`src/rtl/bpm_stream_pkg.sv`:
```
// Shared constants and encodings for the BPM AXI-Stream packet generator.
package bpm_stream_pkg;

  localparam logic [15:0] MAGIC     = 16'hA5BE;
  localparam logic [31:0] FAKE_CRC  = 32'hADADFACE;
  localparam int unsigned PKT_WORDS = 5;

  typedef enum logic [1:0] {
    MODE_RR     = 2'd0,
    MODE_SINGLE = 2'd1,
    MODE_BCAST  = 2'd2,
    MODE_OFF    = 2'd3
  } mode_e;

  typedef enum logic [2:0] {
    W_HDR = 3'd0,
    W_X   = 3'd1,
    W_Y   = 3'd2,
    W_S   = 3'd3,
    W_CRC = 3'd4
  } word_idx_e;

  typedef enum logic [1:0] {
    ST_IDLE = 2'd0,
    ST_SEND = 2'd1,
    ST_GAP  = 2'd2
  } state_e;

endpackage

```
`src/rtl/bpm_pkt_word_mux.sv`:
```
// Combinational packet word builder: selects HDR/X/Y/S/CRC content for the current word index.
module bpm_pkt_word_mux
  import bpm_stream_pkg::*;
(
  input  word_idx_e   word_idx_i,
  input  logic [8:0]  fofb_index_i,
  input  logic [15:0] seq_i,
  input  logic [4:0]  cell_index_i,
  output logic [31:0] word_o
);

  logic [31:0] x_word;

  assign x_word = {seq_i, 7'b0, fofb_index_i};

  always_comb begin
    word_o = FAKE_CRC;
    case (word_idx_i)
      W_HDR:   word_o = {MAGIC, 1'b1, cell_index_i, 1'b0, fofb_index_i};
      W_X:     word_o = x_word;
      W_Y:     word_o = ~x_word;
      W_S:     word_o = {2'b00, 21'b0, fofb_index_i};
      default: word_o = FAKE_CRC;
    endcase
  end

endmodule

```
`src/rtl/bpm_stream_generator.sv`:
```
// Emits bursts of fake BPM packets over NCHAN AXI-Stream channels on each FA strobe rising edge.
module bpm_stream_generator
  import bpm_stream_pkg::*;
#(
  parameter int unsigned NCHAN           = 2,
  parameter logic [4:0]  CELL_INDEX      = 5'd0,
  parameter logic [8:0]  FOFB_INDEX_INIT = 9'd0,
  parameter logic [8:0]  FOFB_INDEX_MAX  = 9'd7,
  parameter int unsigned GAP_CYCLES      = 1
) (
  input  logic                  clk,
  input  logic                  rst_n,
  input  logic                  fa_strobe,
  input  logic [1:0]            mode,
  input  logic [1:0]            ch_sel,
  input  logic [NCHAN-1:0]      tready,
  output logic [32*NCHAN-1:0]   tdata,
  output logic [NCHAN-1:0]      tvalid,
  output logic [NCHAN-1:0]      tlast,
  output logic                  busy,
  output logic [7:0]            overrun_cnt
);

  localparam int unsigned    GW       = (GAP_CYCLES > 1) ? $clog2(GAP_CYCLES) : 1;
  localparam logic [GW-1:0]  GAP_LOAD = GW'((GAP_CYCLES > 0) ? GAP_CYCLES - 1 : 0);
  localparam logic [1:0]     LAST_CH  = 2'(NCHAN - 1);
  localparam logic [2:0]     NCHAN_W  = 3'(NCHAN);
  localparam word_idx_e      W_LAST   = word_idx_e'(3'(PKT_WORDS - 1));

  state_e           state_q, state_d;
  logic             strobe_q, armed_q;
  logic [15:0]      seq_q, seq_d;
  logic [8:0]       fofb_q, fofb_d;
  word_idx_e        widx_q, widx_d;
  logic [1:0]       chan_q, chan_d;
  mode_e            mode_q, mode_d;
  logic [1:0]       sel_q, sel_d;
  logic [NCHAN-1:0] acc_q, acc_d;
  logic [GW-1:0]    gap_q, gap_d;
  logic [7:0]       ovr_q, ovr_d;

  logic             rise;
  logic [NCHAN-1:0] target;
  logic [NCHAN-1:0] fire;
  logic             done;
  logic [31:0]      word;

  bpm_pkt_word_mux u_word_mux (
    .word_idx_i   (widx_q),
    .fofb_index_i (fofb_q),
    .seq_i        (seq_q),
    .cell_index_i (CELL_INDEX),
    .word_o       (word)
  );

  // armed_q blocks a strobe that was already high when reset released
  assign rise = fa_strobe & ~strobe_q & armed_q;

  always_comb begin
    target = '0;
    if (state_q == ST_SEND) begin
      for (int unsigned c = 0; c < NCHAN; c++) begin
        case (mode_q)
          MODE_BCAST:  target[c] = 1'b1;
          MODE_SINGLE: target[c] = (sel_q == 2'(c));
          default:     target[c] = (chan_q == 2'(c));
        endcase
      end
    end
  end

  // Broadcast channels drop valid individually once accepted; the word completes when all have
  assign tvalid = target & ~acc_q;
  assign tlast  = tvalid & {NCHAN{widx_q == W_LAST}};
  assign fire   = tvalid & tready;
  assign done   = &(acc_q | fire | ~target);

  always_comb begin
    tdata = '0;
    for (int unsigned c = 0; c < NCHAN; c++) begin
      if (tvalid[c]) tdata[32*c +: 32] = word;
    end
  end

  always_comb begin
    state_d = state_q;
    seq_d   = seq_q;
    fofb_d  = fofb_q;
    widx_d  = widx_q;
    chan_d  = chan_q;
    mode_d  = mode_q;
    sel_d   = sel_q;
    acc_d   = acc_q;
    gap_d   = gap_q;
    ovr_d   = ovr_q;

    if (rise && (state_q != ST_IDLE) && (ovr_q != 8'hFF)) ovr_d = ovr_q + 8'd1;

    case (state_q)
      ST_IDLE: begin
        if (rise && (mode_e'(mode) != MODE_OFF)) begin
          state_d = ST_SEND;
          seq_d   = seq_q + 16'd1;
          fofb_d  = FOFB_INDEX_INIT;
          widx_d  = W_HDR;
          chan_d  = '0;
          mode_d  = mode_e'(mode);
          sel_d   = ({1'b0, ch_sel} < NCHAN_W) ? ch_sel : 2'd0;
          acc_d   = '0;
        end
      end
      ST_SEND: begin
        acc_d = acc_q | fire;
        if (done) begin
          acc_d = '0;
          if ((widx_q == W_LAST) && (fofb_q == FOFB_INDEX_MAX)) begin
            state_d = ST_IDLE;
          end else begin
            if (widx_q == W_LAST) begin
              fofb_d = fofb_q + 9'd1;
              widx_d = W_HDR;
              chan_d = (chan_q == LAST_CH) ? 2'd0 : chan_q + 2'd1;
            end else begin
              widx_d = word_idx_e'(widx_q + 3'd1);
            end
            if (GAP_CYCLES != 0) begin
              state_d = ST_GAP;
              gap_d   = GAP_LOAD;
            end
          end
        end
      end
      ST_GAP: begin
        if (gap_q == '0) state_d = ST_SEND;
        else             gap_d   = gap_q - GW'(1);
      end
      default: state_d = ST_IDLE;
    endcase
  end

  always_ff @(posedge clk or negedge rst_n) begin
    if (!rst_n) begin
      state_q  <= ST_IDLE;
      strobe_q <= 1'b0;
      armed_q  <= 1'b0;
      seq_q    <= '0;
      fofb_q   <= '0;
      widx_q   <= W_HDR;
      chan_q   <= '0;
      mode_q   <= MODE_RR;
      sel_q    <= '0;
      acc_q    <= '0;
      gap_q    <= '0;
      ovr_q    <= '0;
    end else begin
      state_q  <= state_d;
      strobe_q <= fa_strobe;
      armed_q  <= armed_q | ~fa_strobe;
      seq_q    <= seq_d;
      fofb_q   <= fofb_d;
      widx_q   <= widx_d;
      chan_q   <= chan_d;
      mode_q   <= mode_d;
      sel_q    <= sel_d;
      acc_q    <= acc_d;
      gap_q    <= gap_d;
      ovr_q    <= ovr_d;
    end
  end

  assign busy        = (state_q != ST_IDLE);
  assign overrun_cnt = ovr_q;

endmodule

```
`config.mk`:
```
export PLATFORM = sky130hd
export DESIGN_NAME = bpm_stream_generator
export DESIGN_NICKNAME = d
export VERILOG_FILES = /design/src/rtl/bpm_stream_pkg.sv /design/src/rtl/bpm_pkt_word_mux.sv /design/src/rtl/bpm_stream_generator.sv
export SDC_FILE = /design/constraint.sdc
export NUM_CORES = 1
export LEC_CHECK = 0
export ABC_AREA = 1
export CORE_ASPECT_RATIO = 0.6
export CORE_MARGIN = 10
export CORE_UTILIZATION = 36
export DETAILED_ROUTE_END_ITERATION = 7
export GPL_TIMING_DRIVEN = 0
export MAX_ROUTING_LAYER = met4
export PLACE_DENSITY = 0.65
export SLEW_MARGIN = 20
export SYNTH_ARGS = -nofsm -noshare
export SYNTH_HDL_FRONTEND = slang
export SYNTH_HIERARCHICAL = 1
export SYNTH_SLANG_ARGS = --single-unit
export TNS_END_PERCENT = 50
```
`constraint.sdc`:
```
create_clock -name clk -period 2.12 [get_ports clk]
set_clock_uncertainty 0.15 [all_clocks]
set_input_delay 0.636 -clock clk [delete_from_list [all_inputs] [get_ports clk]]
set_output_delay 0.636 -clock clk [all_outputs]
set_load 0.01 [all_outputs]
```
# Word level (Yosys, flattened, before mapping)
# Cells that the tools add are included.
[word_totals] reg_bits=49 in_bits=9 out_inout_bits=77
[op_classes] n_addsub=6 n_lt_le_gt_ge=1 n_eq_ne=18 n_mux=34 bitwise_logic=13 reduce_logical=18
[op_table] op="32-bit one-hot mux with 4 select lines" count=1
[op_table] op="32-bit 2-to-1 mux" count=2
[op_table] op="9-bit 2-to-1 mux" count=4
[op_table] op="32-bit inverter" count=1
[op_table] op="2-bit 2-to-1 mux" count=12
[op_table] op="9-bit one-hot mux with 2 select lines" count=1
[op_table] op="16-bit by 1-bit adder with 16-bit output, second input constant" count=1
[op_table] op="3-bit 2-to-1 mux" count=4
[op_table] op="2-bit inequality test, second input constant" count=5
[op_table] op="9-bit by 1-bit adder with 9-bit output, second input constant" count=1
[op_table] op="9-bit by 3-bit equality test with 1-bit output, second input constant" count=1
[op_table] op="8-bit by 1-bit adder with 8-bit output, second input constant" count=1
[op_table] op="2-bit by 1-bit equality test with 1-bit output, second input constant" count=4
[op_table] op="8-bit inequality test, second input constant" count=1
[op_table] op="2-bit one-hot mux with 2 select lines" count=2
[op_table] op="2-bit AND" count=3
[op_table] op="3-bit by 2-bit equality test with 1-bit output, second input constant" count=2
[op_table] op="2-bit zero test" count=3
[op_table] op="1-bit one-hot mux with 2 select lines" count=3
[op_table] op="2-bit one-hot mux with 3 select lines" count=1
[op_table] op="3-bit one-hot mux with 2 select lines" count=1
[op_table] op="2-bit AND reduction" count=3
[op_table] op="3-bit AND reduction" count=2
[op_table] op="2-bit nonzero test" count=3
[op_table] op="other kinds (18)" count=28

# Longest topological paths before layout
[logic_depth] word_depth=10 mapped_depth=11

# Hierarchy
# Netlist, hierarchy kept.
[modules_own_cells] module="bpm_stream_generator" instances=1 cells_each=417 area_per_inst_um2=2936.6
[modules_own_cells] module="bpm_pkt_word_mux" instances=1 cells_each=111 area_per_inst_um2=496.7

# Worst setup path before layout
# No wires, ideal clock.
[synth_path] path_type="register -> output" start="reg mode_q[0]" end="out tdata[10]" t_arrival_ps=1526 required_ps=1334 path_slack_ps=-192 path_stages_with_launch=11 path_buffers=1 path_cell_list="dfrtp_1 inv_1 ha_1 inv_1 nor2_1 nor2_1 nand2_1 nor2_2 inv_2 buf_2 nor2_1"
[synth_between] elab_chain_len=5
[synth_rtl] element="from (decl)" line="bpm_stream_generator.sv:36" source="mode_e mode_q, mode_d;"
[synth_rtl] element="from (signal assigned)" line="bpm_stream_generator.sv:163" source="mode_q <= mode_d;"
[synth_rtl] element="2-bit by 1-bit equality test with 1-bit output / 2-bit equality test (equally long branches)" line="bpm_stream_generator.sv:63" source="case (mode_q)"
[synth_rtl] element="1-bit one-hot mux with 2 select lines (*)" line="bpm_stream_generator.sv:63"
[synth_rtl] element="2-bit 2-to-1 mux (*)" line="bpm_stream_generator.sv:61" source="if (state_q == ST_SEND) begin"
[synth_rtl] element="2-bit AND (*)" line="bpm_stream_generator.sv:73" source="assign tvalid = target & ~acc_q;"
[synth_rtl] element="named net tvalid[0]" line="bpm_stream_generator.sv:18" source="output logic [NCHAN-1:0] tvalid,"
[synth_rtl] element="32-bit 2-to-1 mux (*)" line="bpm_stream_generator.sv:81" source="if (tvalid[c]) tdata[32*c +: 32] = word;"
[synth_rtl] element="to (decl)" line="bpm_stream_generator.sv:17" source="output logic [32*NCHAN-1:0] tdata,"
# The timed path passes the listed nets; every way through them passes the cells marked *.

# Worst setup path after layout
[layout_path] start="reg mode_q[0]" end="out tdata[2]"
[layout_between] elab_chain_len=5
[layout_rtl] element="2-bit by 1-bit equality test with 1-bit output / 2-bit equality test (equally long branches)" line="bpm_stream_generator.sv:63"
[layout_rtl] element="1-bit one-hot mux with 2 select lines (*)" line="bpm_stream_generator.sv:63"
[layout_rtl] element="2-bit 2-to-1 mux (*)" line="bpm_stream_generator.sv:61"
[layout_rtl] element="2-bit AND (*)" line="bpm_stream_generator.sv:73"
[layout_rtl] element="32-bit 2-to-1 mux (*)" line="bpm_stream_generator.sv:81"
# Every way passes the cells marked *; elsewhere a longest branch is shown, timed or not.

==> flow_summary.json <==
{
  "status": "complete, but fails checks",
  "violations": "negative setup slack",
  "clkSlewWorstSetupHoldPaths_ns": 0.06,
  "cp-start-kind": "register",
  "ys_warn_count": 6,
  "arrival_ns": 1.95,
  "place_ws_ns": -0.8604,
  "ant_nets": 0,
  "drv_slew": 0,
  "syn_inst": 528,
  "hpwl_um": 8046,
  "ir_worst_vdd_mv": 0.6241,
  "synthTopCellsByCount": "116 x nand2_1, 110 x nor2_1, 90 x inv_1",
  "syn_to_final_growth_pct": 47.30,
  "routedWlPerCell_um": 13.39,
  "io_pins": 86,
  "drtIter0Drc": 171,
  "grt_pass1_vias": 3225,
  "worst_slew_pin_slew_ns": 0.6563,
  "synth_top_area_cell": "dfrtp_1",
  "drive_gt1_share_pct": 33.23,
  "viasPerCell": 4.581,
  "design.die.area_um2": 13970,
  "grt_pass1_wl_um": 16810,
  "core_area_um2": 9223,
  "ff2ff_path_depth": 10,
  "max_freq_ghz": 0.3658,
  "path_buf_inv": 5,
  "slowest_stage": "dfrtp_1",
  "start_util_pct": 37.23,
  "synth_most_common_cell": "nand2_1",
  "h-tree-depth": 2,
  "finalWeightedCongestion": 0.8908,
  "hold_class": "in -> async",
  "layout_setup_ws_ns": -0.6137,
  "rsz0062_at_grt": "yes",
  "grt_overflow": 0,
  "max-cap-violations": 0,
  "utilization_pct": 54.84,
  "fin_hold_ws_ns": 0.2299,
  "avgSynthCellArea_um2": 6.502,
  "reg2reg_to": "state_q[1]",
  "rows": 27,
  "layout_min_cycle_time_ns": 2.734,
  "routed_wl_um": 10290,
  "max_stage_delay_ns": 0.39,
  "cp_max_fo": 9,
  "cp_top_family": "buffers and inverters",
  "ys_async_sr_fraction_pct": 100.0,
  "synth_edf_count": 0,
  "n_antenna_cell": 0,
  "clock_latency_ns": 0.29,
  "io_buffers": 85,
  "drc": 0,
  "cts_tree": "yes",
  "power_density_nw_per_um2": 1455,
  "fp.dieW_um": 146.1,
  "dieHeight_um": 95.65,
  "yosys_most_used_dff": "dfrtp_1",
  "num-nets-final": 653,
  "finalSetupViolations": 78,
  "regToRegSetupSlack_ns": 0.17,
  "drt-pass1-iter-count": 4,
  "worstSetupPathType": "reg -> out",
  "fillers": 911,
  "cts_buffer_depth": 2,
  "syn_area_um2": 3433,
  "period_share_pct": 128.9,
  "finalHoldViolations": 0,
  "cts_root_buf": "clkbuf_16",
  "grt_max_degree": 28,
  "ys_ff_latch": 47,
  "cts_made_buffers": 5,
  "vias": 3518,
  "grtUsageTotal_pct": 14.98,
  "ys_types": 29,
  "synth.area.top_cells": "dfrtp_1 34%, nand2_1 13%, nor2_1 12%, inv_1 9.8%, xor2_1 4.8%",
  "cpMostUsedCell": "nor2_2",
  "reg2reg_from": "mode_q[0]",
  "crit_required_ns": 1.33,
  "hold_buffers": 0,
  "path_cells": "inv_2 > ha_4 > inv_2 > nor2_2 > nor2_2 > nand2_2 > nor2_4 > inv_8 > clkbuf_16 > nor2_2 > buf_2",
  "power_mw": 7.357,
  "seq_area_frac_synth_pct": 34.26,
  "worst_setup_path_end_kind": "primary output",
  "p_leak_nw": 2.580,
  "synth_top_cell_area_share_pct": 34.26,
  "grt_antenna_before_repair": 0,
  "cts_sinks": 47,
  "slew_headroom_pct": 56.25
}
==> cell families after synthesis <==
kind of cell / count (synthesis) / synth area share [%]
flip-flops: 47 / 34.26
XOR/XNOR: 24 / 6.122
AO/OA/AOI/OAI: 48 / 7.070
AND/OR/NAND/NOR: 286 / 36.04
buffers and inverters: 115 / 13.85
other: 1 / 0.1092
adder cells (fa/ha/maj): 7 / 2.551
==> stage by stage <==
stage                     TNS [ns]  area [um^2]  instances
after floorplan             -8.320         3654        532
after global placement     -110.32         4667        747
after detailed placement    -61.29         4690        748
after CTS                   -40.44         4906        764
after global routing        -47.18         5057        768
final                       -38.28         5057        768
==> per-layer routing <==
layer / GRT usage [%] / vias to the layer above / share of wire, %
met2: 20.49 / 102 / 40
met3: 2.695 / 5 / 5.1
li1: - / 1807 / -
met5: - / - / 0
met4: 2.570 / 0 / 0.48
met1: 22.30 / 1604 / 54
==> worst max-delay path by stage <==
stage                    from             end  slack [ns]  depth (start not counted)
floorplan           mode_q[0]       tdata[34]       -0.14                          9
global placement        rst_n  overrun_cnt[2]       -1.12                          1
detailed placement  mode_q[0]       tdata[34]       -0.86                         10
CTS                 mode_q[0]        tdata[3]       -0.64                         11
global route        mode_q[0]        tdata[2]       -0.72                         11
finish              mode_q[0]        tdata[2]       -0.61                         11
==> repair_timing <==
action	in CTS	in global routing
pin swaps	7	5
endpoints found under the setup margin	82	89
resized for setup	325	29
gates cloned	3	1
setup buffers	5	3
==> cell type report <==
type / instances / area (um^2) / area share (%)
Tap cell: 130 / 162.7 / 3.216
Inverter: 100 / 394.1 / 7.793
Buffer: 15 / 190.2 / 3.761
Clock inverter: 2 / 35.03 / 0.6927
Clock buffer: 6 / 138.9 / 2.746
Sequential cell: 47 / 1180 / 23.33
Timing Repair Buffer: 98 / 850.8 / 16.82
Multi-Input combinational cell: 370 / 2106 / 41.64
==> placed cells by master, fill, tap and decap left out, types with 7 or more instances in the layout <==
| cell | synthesis | layout |
|---|---|---|
| nor2_2 | 5 | 47 |
| o21ai_0 | 18 | 17 |
| dfrtp_1 | 47 | 44 |
| nand2_1 | 116 | 113 |
| nor2_1 | 110 | 44 |
| buf_2 | 9 | 47 |
| o21ai_1 | 14 | 15 |
| nand2_2 | 6 | 9 |
| buf_6 | 3 | 25 |
| xor2_1 | 19 | 19 |
| inv_1 | 90 | 87 |
| clkdlybuf4s50_1 | 0 | 16 |
| a21oi_1 | 15 | 14 |
| nand3_1 | 24 | 24 |
| nor3_1 | 7 | 7 |
| nor2_4 | 3 | 27 |
| buf_4 | 2 | 10 |
| inv_2 | 9 | 9 |
==> sequential cells by signal, summed over array words and instances, names as in the netlist <==
| name | flops |
|---|---|
| seq_q | 16 |
| mode_q | 2 |
| chan_q | 2 |
| widx_q | 3 |
| armed_q | 1 |
| overrun_cnt | 8 |
| state_q | 2 |
| strobe_q | 1 |
| sel_q | 1 |
| acc_q | 2 |
| fofb_q | 9 |
==> where the power goes <==
part           internal (mW)  switching (mW)  leakage, nW
combinational           2.24            2.85         1.89
clock                  0.586           0.327       0.0868
sequential              1.10           0.254        0.604
Power figures use the tool's default switching activity.
